===== config.mk =====
export PLATFORM = sky130hd
export DESIGN_NAME = led_pattern_seq
export DESIGN_NICKNAME = d
export VERILOG_FILES = /design/src/rtl/led_seq_pkg.sv /design/src/rtl/btn_debounce.sv /design/src/rtl/led_pattern_seq.sv
export SDC_FILE = /design/constraint.sdc
export NUM_CORES = 1
export LEC_CHECK = 0
export CAP_MARGIN = 20
export CORE_MARGIN = 2
export CORE_UTILIZATION = 69
export DETAILED_ROUTE_END_ITERATION = 10
export DONT_BUFFER_PORTS = 1
export PLACE_DENSITY = 0.85
export SLEW_MARGIN = 30
export SYNTH_ARGS = -nofsm -noshare
export SYNTH_HDL_FRONTEND = slang
export SYNTH_SLANG_ARGS = --single-unit

===== constraint.sdc =====
create_clock -name CLK100MHZ -period 5.65 [get_ports CLK100MHZ]
set_input_delay 0.8475 -clock CLK100MHZ [delete_from_list [all_inputs] [get_ports CLK100MHZ]]
set_output_delay 0.8475 -clock CLK100MHZ [all_outputs]
set_load 0.02 [all_outputs]

===== src/rtl/led_seq_pkg.sv =====
// led_seq_pkg: shared mode encodings, seeds, speed width and mode helpers for led_pattern_seq
// Build option: LED_SEQ_BLINK_EN adds the BLINK mode to the mode cycle.
package led_seq_pkg;
  typedef enum logic [1:0] {
    M_LEFT   = 2'd0,
    M_RIGHT  = 2'd1,
    M_BOUNCE = 2'd2,
    M_BLINK  = 2'd3
  } mode_e;
  localparam logic [15:0] SEED_LEFT   = 16'h0001;
  localparam logic [15:0] SEED_RIGHT  = 16'h8000;
  localparam logic [15:0] SEED_BOUNCE = 16'h0001;
  localparam logic [15:0] SEED_BLINK  = 16'hFFFF;
  localparam int SPD_W = 2;
  function automatic logic [15:0] mode_seed(input mode_e m);
    return m == M_RIGHT ? SEED_RIGHT : m == M_BOUNCE ? SEED_BOUNCE : m == M_BLINK ? SEED_BLINK : SEED_LEFT;
  endfunction
  function automatic mode_e mode_next(input mode_e m);
`ifdef LED_SEQ_BLINK_EN
    return mode_e'(m + 2'd1);
`else
    return m == M_BOUNCE ? M_LEFT : mode_e'(m + 2'd1);
`endif
  endfunction
endpackage


===== src/rtl/btn_debounce.sv =====
// btn_debounce: 2-flop synchronizer, stability debouncer and registered rising-edge press pulse
// Ports: clk, rst_n (async active-low), btn_i (raw async button), press_pulse (one-cycle step)
module btn_debounce #(
  parameter int DEB_NUM = 1_000_000
) (
  input  logic clk,
  input  logic rst_n,
  input  logic btn_i,
  output logic press_pulse
);
  localparam int CW = $clog2(DEB_NUM + 1);
  logic [1:0]    sync_q;
  logic [CW-1:0] cnt_q;
  logic          stable_q;
  logic          prev_q;
  logic          diff;
  logic          done;
  assign diff = sync_q[1] != stable_q;
  assign done = cnt_q == CW'(DEB_NUM - 1);
  always_ff @(posedge clk or negedge rst_n) begin
    if (!rst_n) begin
      sync_q      <= '0;
      cnt_q       <= '0;
      stable_q    <= 1'b0;
      prev_q      <= 1'b0;
      press_pulse <= 1'b0;
    end else begin
      sync_q      <= {sync_q[0], btn_i};
      // any cycle agreeing with the stable level restarts the count
      cnt_q       <= (!diff || done) ? '0 : cnt_q + 1'b1;
      stable_q    <= (diff && done) ? sync_q[1] : stable_q;
      prev_q      <= stable_q;
      press_pulse <= stable_q & ~prev_q;
    end
  end
endmodule


===== src/rtl/led_pattern_seq.sv =====
// led_pattern_seq: multi-mode 16-LED pattern sequencer with programmable step rate and debounced mode button
// Ports: CLK100MHZ, CPU_RESETN (async active-low), SW[0] pause, SW[2:1] speed, BTNC mode button,
//        LED pattern (registered), MODE current mode (registered). Build option: LED_SEQ_BLINK_EN.
module led_pattern_seq
  import led_seq_pkg::*;
#(
  parameter int DIV_NUM = 50_000_000,
  parameter int DEB_NUM = 1_000_000
) (
  input  logic        CLK100MHZ,
  input  logic        CPU_RESETN,
  input  logic [15:0] SW,
  input  logic        BTNC,
  output logic [15:0] LED,
  output logic [1:0]  MODE
);
  localparam int CW = $clog2(DIV_NUM);
  logic [CW-1:0] cnt_q;
  logic [CW-1:0] lim;
  mode_e         mode_q;
  mode_e         mode_d;
  logic          dir_q;
  logic          step;
  logic          tick;
  logic          go_right;
  logic [15:0]   rol;
  logic [15:0]   ror;
  logic [15:0]   nxt;
  logic          unused_sw;
  assign unused_sw = ^SW[15:3];
  btn_debounce #(.DEB_NUM(DEB_NUM)) u_deb (
    .clk        (CLK100MHZ),
    .rst_n      (CPU_RESETN),
    .btn_i      (BTNC),
    .press_pulse(step)
  );
  assign lim = CW'((DIV_NUM >> SW[SPD_W:1]) - 1);
  // >= rather than == so a speed-up past the current count ticks at once
  assign tick = !SW[0] && cnt_q >= lim;
  assign rol = {LED[14:0], LED[15]};
  assign ror = {LED[0], LED[15:1]};
  // dir_q=1 means moving right; reverse when the lit bit reaches the end it is moving toward
  assign go_right = dir_q ^ (dir_q ? LED[0] : LED[15]);
  assign mode_d = mode_next(mode_q);
  always_comb begin
`ifdef LED_SEQ_BLINK_EN
    nxt = mode_q == M_LEFT ? rol : mode_q == M_RIGHT ? ror : mode_q == M_BOUNCE ? (go_right ? ror : rol) : ~LED;
`else
    nxt = mode_q == M_LEFT ? rol : mode_q == M_RIGHT ? ror : mode_q == M_BOUNCE ? (go_right ? ror : rol) : LED;
`endif
  end
  always_ff @(posedge CLK100MHZ or negedge CPU_RESETN) begin
    if (!CPU_RESETN) begin
      mode_q <= M_LEFT;
      LED    <= SEED_LEFT;
      dir_q  <= 1'b0;
      cnt_q  <= '0;
    end else if (step) begin
      mode_q <= mode_d;
      LED    <= mode_seed(mode_d);
      dir_q  <= 1'b0;
      cnt_q  <= '0;
    end else if (tick) begin
      LED    <= nxt;
      dir_q  <= mode_q == M_BOUNCE ? go_right : dir_q;
      cnt_q  <= '0;
    end else if (!SW[0]) begin
      cnt_q  <= cnt_q + 1'b1;
    end
  end
  assign MODE = mode_q;
endmodule


Yosys cells after proc, flatten, opt, wreduce, memory -nomap -nowiden
Index checks and enable logic that the tools add are counted.
{ "op_classes": {"order_cmp": 1, "muxes": 18, "n_reduce_logical": 11, "bitwise": 3, "shifts": 1, "eq_ne": 8, "div": 0, "multipliers": 0, "add_sub_neg": 4} }
{ "op_table": {"columns": ["operator", "count"], "rows": [
  ["two-way mux 16 bit", 9],
  ["two-way mux 26 bit", 3],
  ["adder 26 x 1 -> 26 bit, second input constant", 1],
  ["greater-or-equal comparator 26 bit", 1],
  ["right shift 26 x 2 -> 26 bit, first input constant", 1],
  ["subtractor 26 x 2 -> 26 bit, second input constant", 1],
  ["adder 20 x 1 -> 20 bit, second input constant", 1],
  ["equality test 20 bit, second input constant", 1],
  ["two-way mux 20 bit", 1],
  ["equality test 2 bit, second input constant", 3],
  ["equality test 2 x 1 -> 1 bit, second input constant", 2],
  ["two-way mux 1 bit", 4],
  ["AND reduction 2 bit", 2],
  ["nonzero test 2 bit", 2],
  ["nonzero test 4 bit", 1],
  ["!= test 3 x 1 -> 1 bit, second input constant", 1],
  ["adder 2 x 1 -> 2 bit, second input constant", 1],
  ["logical AND 1 bit", 2],
  ["logical NOT 1 bit", 2],
  ["logical NOT 2 bit", 1],
  ["two-way mux 2 bit", 1],
  ["AND 1 bit", 1],
  ["logical OR 1 bit", 1],
  ["!= test 1 bit", 1],
  ["2 further kinds", 2]
]} }
{ "totals": {"mem_count": 0, "elab_cells": 55, "ram_bits": 0, "romBits": 0, "output_inout_bits": 18, "latchBits": 0, "inputBits": 19, "reg_bits": 70} }

Depth between registers and ports, before layout
{ "logic_depth": {"word_depth": 8, "ltp_mapped": 13, "depth_no_buf": 12} }

Modules after synthesis
Synthesis repeated with hierarchy kept, for this count alone.
{ "unflattened": {"cells_unflattened": 422, "hier_area_um2": 4265.3} }
{ "modules_own_cells": {"columns": ["module", "area_each_um2", "seq_area_each_um2", "cells_per_inst", "instances"], "rows": [
  ["led_pattern_seq", 3105.5, 1127.3, 311, 1],
  ["btn_debounce", 1159.9, 625.6, 111, 1]
]} }

Worst setup path after synthesis
No wires, ideal clock.
{ "synth_timing": {"path_kind": "input to register", "start": "input port SW[2]", "end": "register LED[10]", "arrival_time_ns": 2.909, "n_path_buf": 1, "setup_ns": 0.125, "cell_stages": 12, "setup_slack_ns": 2.615, "t_required_ns": 5.525, "cell_sequence": "inv_2 > nor2_1 > inv_2 > ha_1 > ha_1 > nor2_1 > a2111oi_2 > nor3_1 > o211ai_4 > o211ai_4 > buf_12 > mux2_4"} }
{ "synth_between": {"elab_chain_len": 6} }
{ "synth_lines": {"columns": ["element", "line_no", "rtl"], "rows": [
  ["from (decl)", "led_pattern_seq.sv:12", "input logic [15:0] SW,"],
  ["right shift 26 x 2 -> 26 bit", "led_pattern_seq.sv:37", "assign lim = CW'((DIV_NUM >> SW[SPD_W:1]) - 1);"],
  ["subtractor 26 x 2 -> 26 bit", "led_pattern_seq.sv:37", null],
  ["greater-or-equal comparator 26 bit", "led_pattern_seq.sv:39", "assign tick = !SW[0] && cnt_q >= lim;"],
  ["logical AND 1 bit", "led_pattern_seq.sv:39", null],
  ["nonzero test 2 bit (no source line)", null, null],
  ["AND reduction 2 bit (no source line)", null, null],
  ["to (signal assigned)", "led_pattern_seq.sv:60", "LED <= mode_seed(mode_d);"],
  ["to (signal assigned)", "led_pattern_seq.sv:64", "LED <= nxt;"],
  ["to (decl)", "led_pattern_seq.sv:14", "output logic [15:0] LED,"]
]} }
Every way passes these cells.
A chain may end at the register's enable or synchronous reset.

Final worst setup path
{ "layout_timing": {"start": "input port SW[2]", "end": "register LED[5]"} }
Same word-level chain as after synthesis.

==> impl_metrics.json <==
{
  "cts_hold_buf": 0,
  "synth_top_area_cell": "dfrtp_1",
  "vias": 3056,
  "slowest_stage": "a41o_1",
  "dpl-instance-area_um2": 4130,
  "ys_seq_area_share_pct": 42.9,
  "drive_gt1_share_pct": 10.9,
  "ir_drop_mv": 0.180,
  "wire_per_inst_um": 16.0,
  "status": "finished clean",
  "hold_viol_final": 0,
  "rsz0062_at_grt": "no",
  "multi_input_area_um2": 2200,
  "die_y_um": 80.9,
  "seqCellArea_um2": 1750,
  "syn_inst": 417,
  "place.gp.congestion": 0.864,
  "cts.htree.levels": 3,
  "drtIter0Drc": 112,
  "ys_warn_count": 0,
  "fin_nets": 459,
  "setup_slack_ns": 2.60,
  "ios": 37,
  "grt_pass1_wl_um": 13700,
  "die_w_um": 80.9,
  "antenna_found_initial": 0,
  "crit_family": "compound AO/OA/AOI/OAI gates",
  "cts_tree": "yes",
  "start_kind": "input port",
  "setup-violations-final": 0,
  "p_leak_nw": 2.08,
  "synth-main-ff-cell": "dfrtp_1",
  "dr.pass1.iters": 4,
  "max_freq_mhz": 327,
  "clk_latency_ns": 0.34,
  "fin_area_um2": 4310,
  "rows": 28,
  "crit_buf_inv": 1,
  "final.period_utilization_pct": 54.1,
  "synth_top_cell_area_share_pct": 42.3,
  "path_class": "input port to flip-flop",
  "crit_required_ns": 5.86,
  "cts_buffers": 9,
  "die-area_um2": 6550,
  "drc": 0,
  "worst-path-max-fanout": 16,
  "dp_hpwl_um": 5390,
  "worst_path_largest_cell_delay_ns": 0.41,
  "cts.sinks": 70,
  "tightest_slew_ns": 0.923,
  "power_mw": 1.01,
  "initial_core_util_pct": 70.2,
  "synth_area_um2": 4090,
  "worstPathArrival_ns": 3.27,
  "avgSynthCellArea_um2": 9.80,
  "grt_pass1_vias": 2956,
  "slew_headroom_pct": 37.9,
  "clkTransAtPathRegs_ns": 0.08,
  "grt_usage_pct": 27.0,
  "tns_ns": 0,
  "hold_class": "input port to async pin",
  "grt_max_degree": 71,
  "n_fill_cell": 414,
  "overflow": 0,
  "insertedDiodeCount": 0,
  "synth_edf_count": 0,
  "io_buffers": 0,
  "core_area_um2": 5820,
  "synth.distinct_cells": 50,
  "finalClockSkew_ns": 0.0114,
  "fin_util_pct": 74.0,
  "viasPerCell": 6.14,
  "ant_nets": 0,
  "crit_chain": "nand2_1 -> inv_1 -> ha_1 -> a21oi_1 -> o21ai_1 -> maj3_1 -> a41o_1 -> o211ai_4 -> mux2_2",
  "cts_root_buffer": "clkbuf_8",
  "yosys_register_bits": 70,
  "synthTopCellsByArea": "dfrtp_1 (42%), ha_1 (6.7%), nor2_1 (4.5%)",
  "clockBufferDepth": 2,
  "area_delta_synth_final_pct": 5.39,
  "dp_slack_ns": 2.28,
  "cts_setup_buffers": 0,
  "cts_resized": 0,
  "end_kind": "flip-flop",
  "maxCapViolations": 0,
  "layout_min_cycle_time_ns": 3.05,
  "drt-total-wl_um": 7970,
  "finalMaxSlewViolations": 0,
  "async_reset_ff_share_pct": 100,
  "power_density_nw_per_um2": 236
}
==> power by group <==
group | total, mW | switching [mW] | internal, mW
clock | 0.363 | 0.179 | 0.185
combinational | 0.0941 | 0.0522 | 0.0420
sequential | 0.557 | 0.0338 | 0.523
total | 1.01 | 0.265 | 0.750
==> sequential cells by signal, indices dropped and copies added, names as in the netlist <==
register and flops:
cnt_q 26, u_deb.cnt_q 20, u_deb.prev_q 1, MODE 2, u_deb.press_pulse 1, u_deb.sync_q 2
dir_q 1, u_deb.stable_q 1, LED 16
==> kinds of logic after synthesis <==
family          count (synthesis)  synth area share (%)
mux                            34                  9.68
xor+xnor                       35                  7.50
compound gates                 69                  11.1
buf+inv                        32                  3.46
simple gates                  152                  18.1
flops                          70                  42.9
fa+ha+maj                      23                  6.98
other cells                     2                 0.184
==> placed cells by master, fill, tap and decap left out, types with 3 or more instances in the layout <==
cell / synthesis / final
dfrtp_1: 69 / 69
nor2_1: 49 / 49
nand2_1: 30 / 30
a21oi_1: 28 / 28
ha_1: 22 / 22
xnor2_1: 19 / 19
inv_1: 17 / 17
nand3_1: 17 / 17
xor2_1: 16 / 16
o21ai_0: 16 / 16
mux2i_1: 17 / 16
nand4_1: 15 / 15
nor3_1: 11 / 11
clkbuf_8: 0 / 11
mux2_4: 9 / 9
mux2_2: 8 / 8
and3_1: 6 / 6
clkbuf_1: 8 / 4
nor4_1: 3 / 3
and4_1: 3 / 3
or3_1: 3 / 3
or4_1: 3 / 3
a22oi_1: 3 / 3
a21o_1: 3 / 3
conb_1: 2 / 3
==> area by class of cell <==
cell class | instances | area share (%)
timing repair buffer | 2 | 0.349
tap | 75 | 2.18
clock buffer | 15 | 3.87
clock inverter | 1 | 0.174
multi-input combinational | 316 | 51.1
sequential | 70 | 40.7
inverter | 19 | 1.66
==> layer usage <==
metal | share of wire [%] | up-vias | wire [um] | GRT usage, %
li1 | - | 1480 | - | -
met1 | 45 | 1496 | 3610 | 36.3
met2 | 49 | 68 | 3910 | 43.6
met3 | 4.4 | 12 | 349 | 6.78
met4 | 1.2 | 0 | 98 | 7.80
met5 | 0 | - | 0 | 0
==> metrics by stage <==
| step | hold slack [ns] | cells |
|---|---|---|
| floorplan | 0.331 | 418 |
| global placement | 0.332 | 482 |
| detailed placement | 0.339 | 482 |
| CTS | 0.179 | 498 |
| global route | 0.176 | 498 |
| finish | 0.195 | 498 |
==> path summary, 6_finish.rpt <==
kind / from / end / slack, ns / cells past startpoint
worst max-delay path: SW[2] / LED[5] / 2.60 / 9
worst min-delay path: CPU_RESETN / LED[14] / 0.19 / 0
worst max register to register: cnt_q[19] / LED[5] / 2.81 / 7
min in group CLK100MHZ: u_deb.sync_q[0] / u_deb.sync_q[1] / 0.35 / 0
max in group asynchronous: CPU_RESETN / LED[0] / 5.26 / 0
worst min register to register: u_deb.sync_q[0] / u_deb.sync_q[1] / 0.35 / 0
==> synthesized netlist by cell type, types with 6 or more instances <==
master,number
mux2_2,8
dfrtp_1,69
ha_1,22
clkbuf_1,8
and3_1,6
o21ai_0,16
nand3_1,17
nor2_1,49
xor2_1,16
inv_1,17
nand4_1,15
mux2_4,9
xnor2_1,19
a21oi_1,28
mux2i_1,17
nor3_1,11
nand2_1,30
Note: power is estimated with default switching activity, not from simulation.
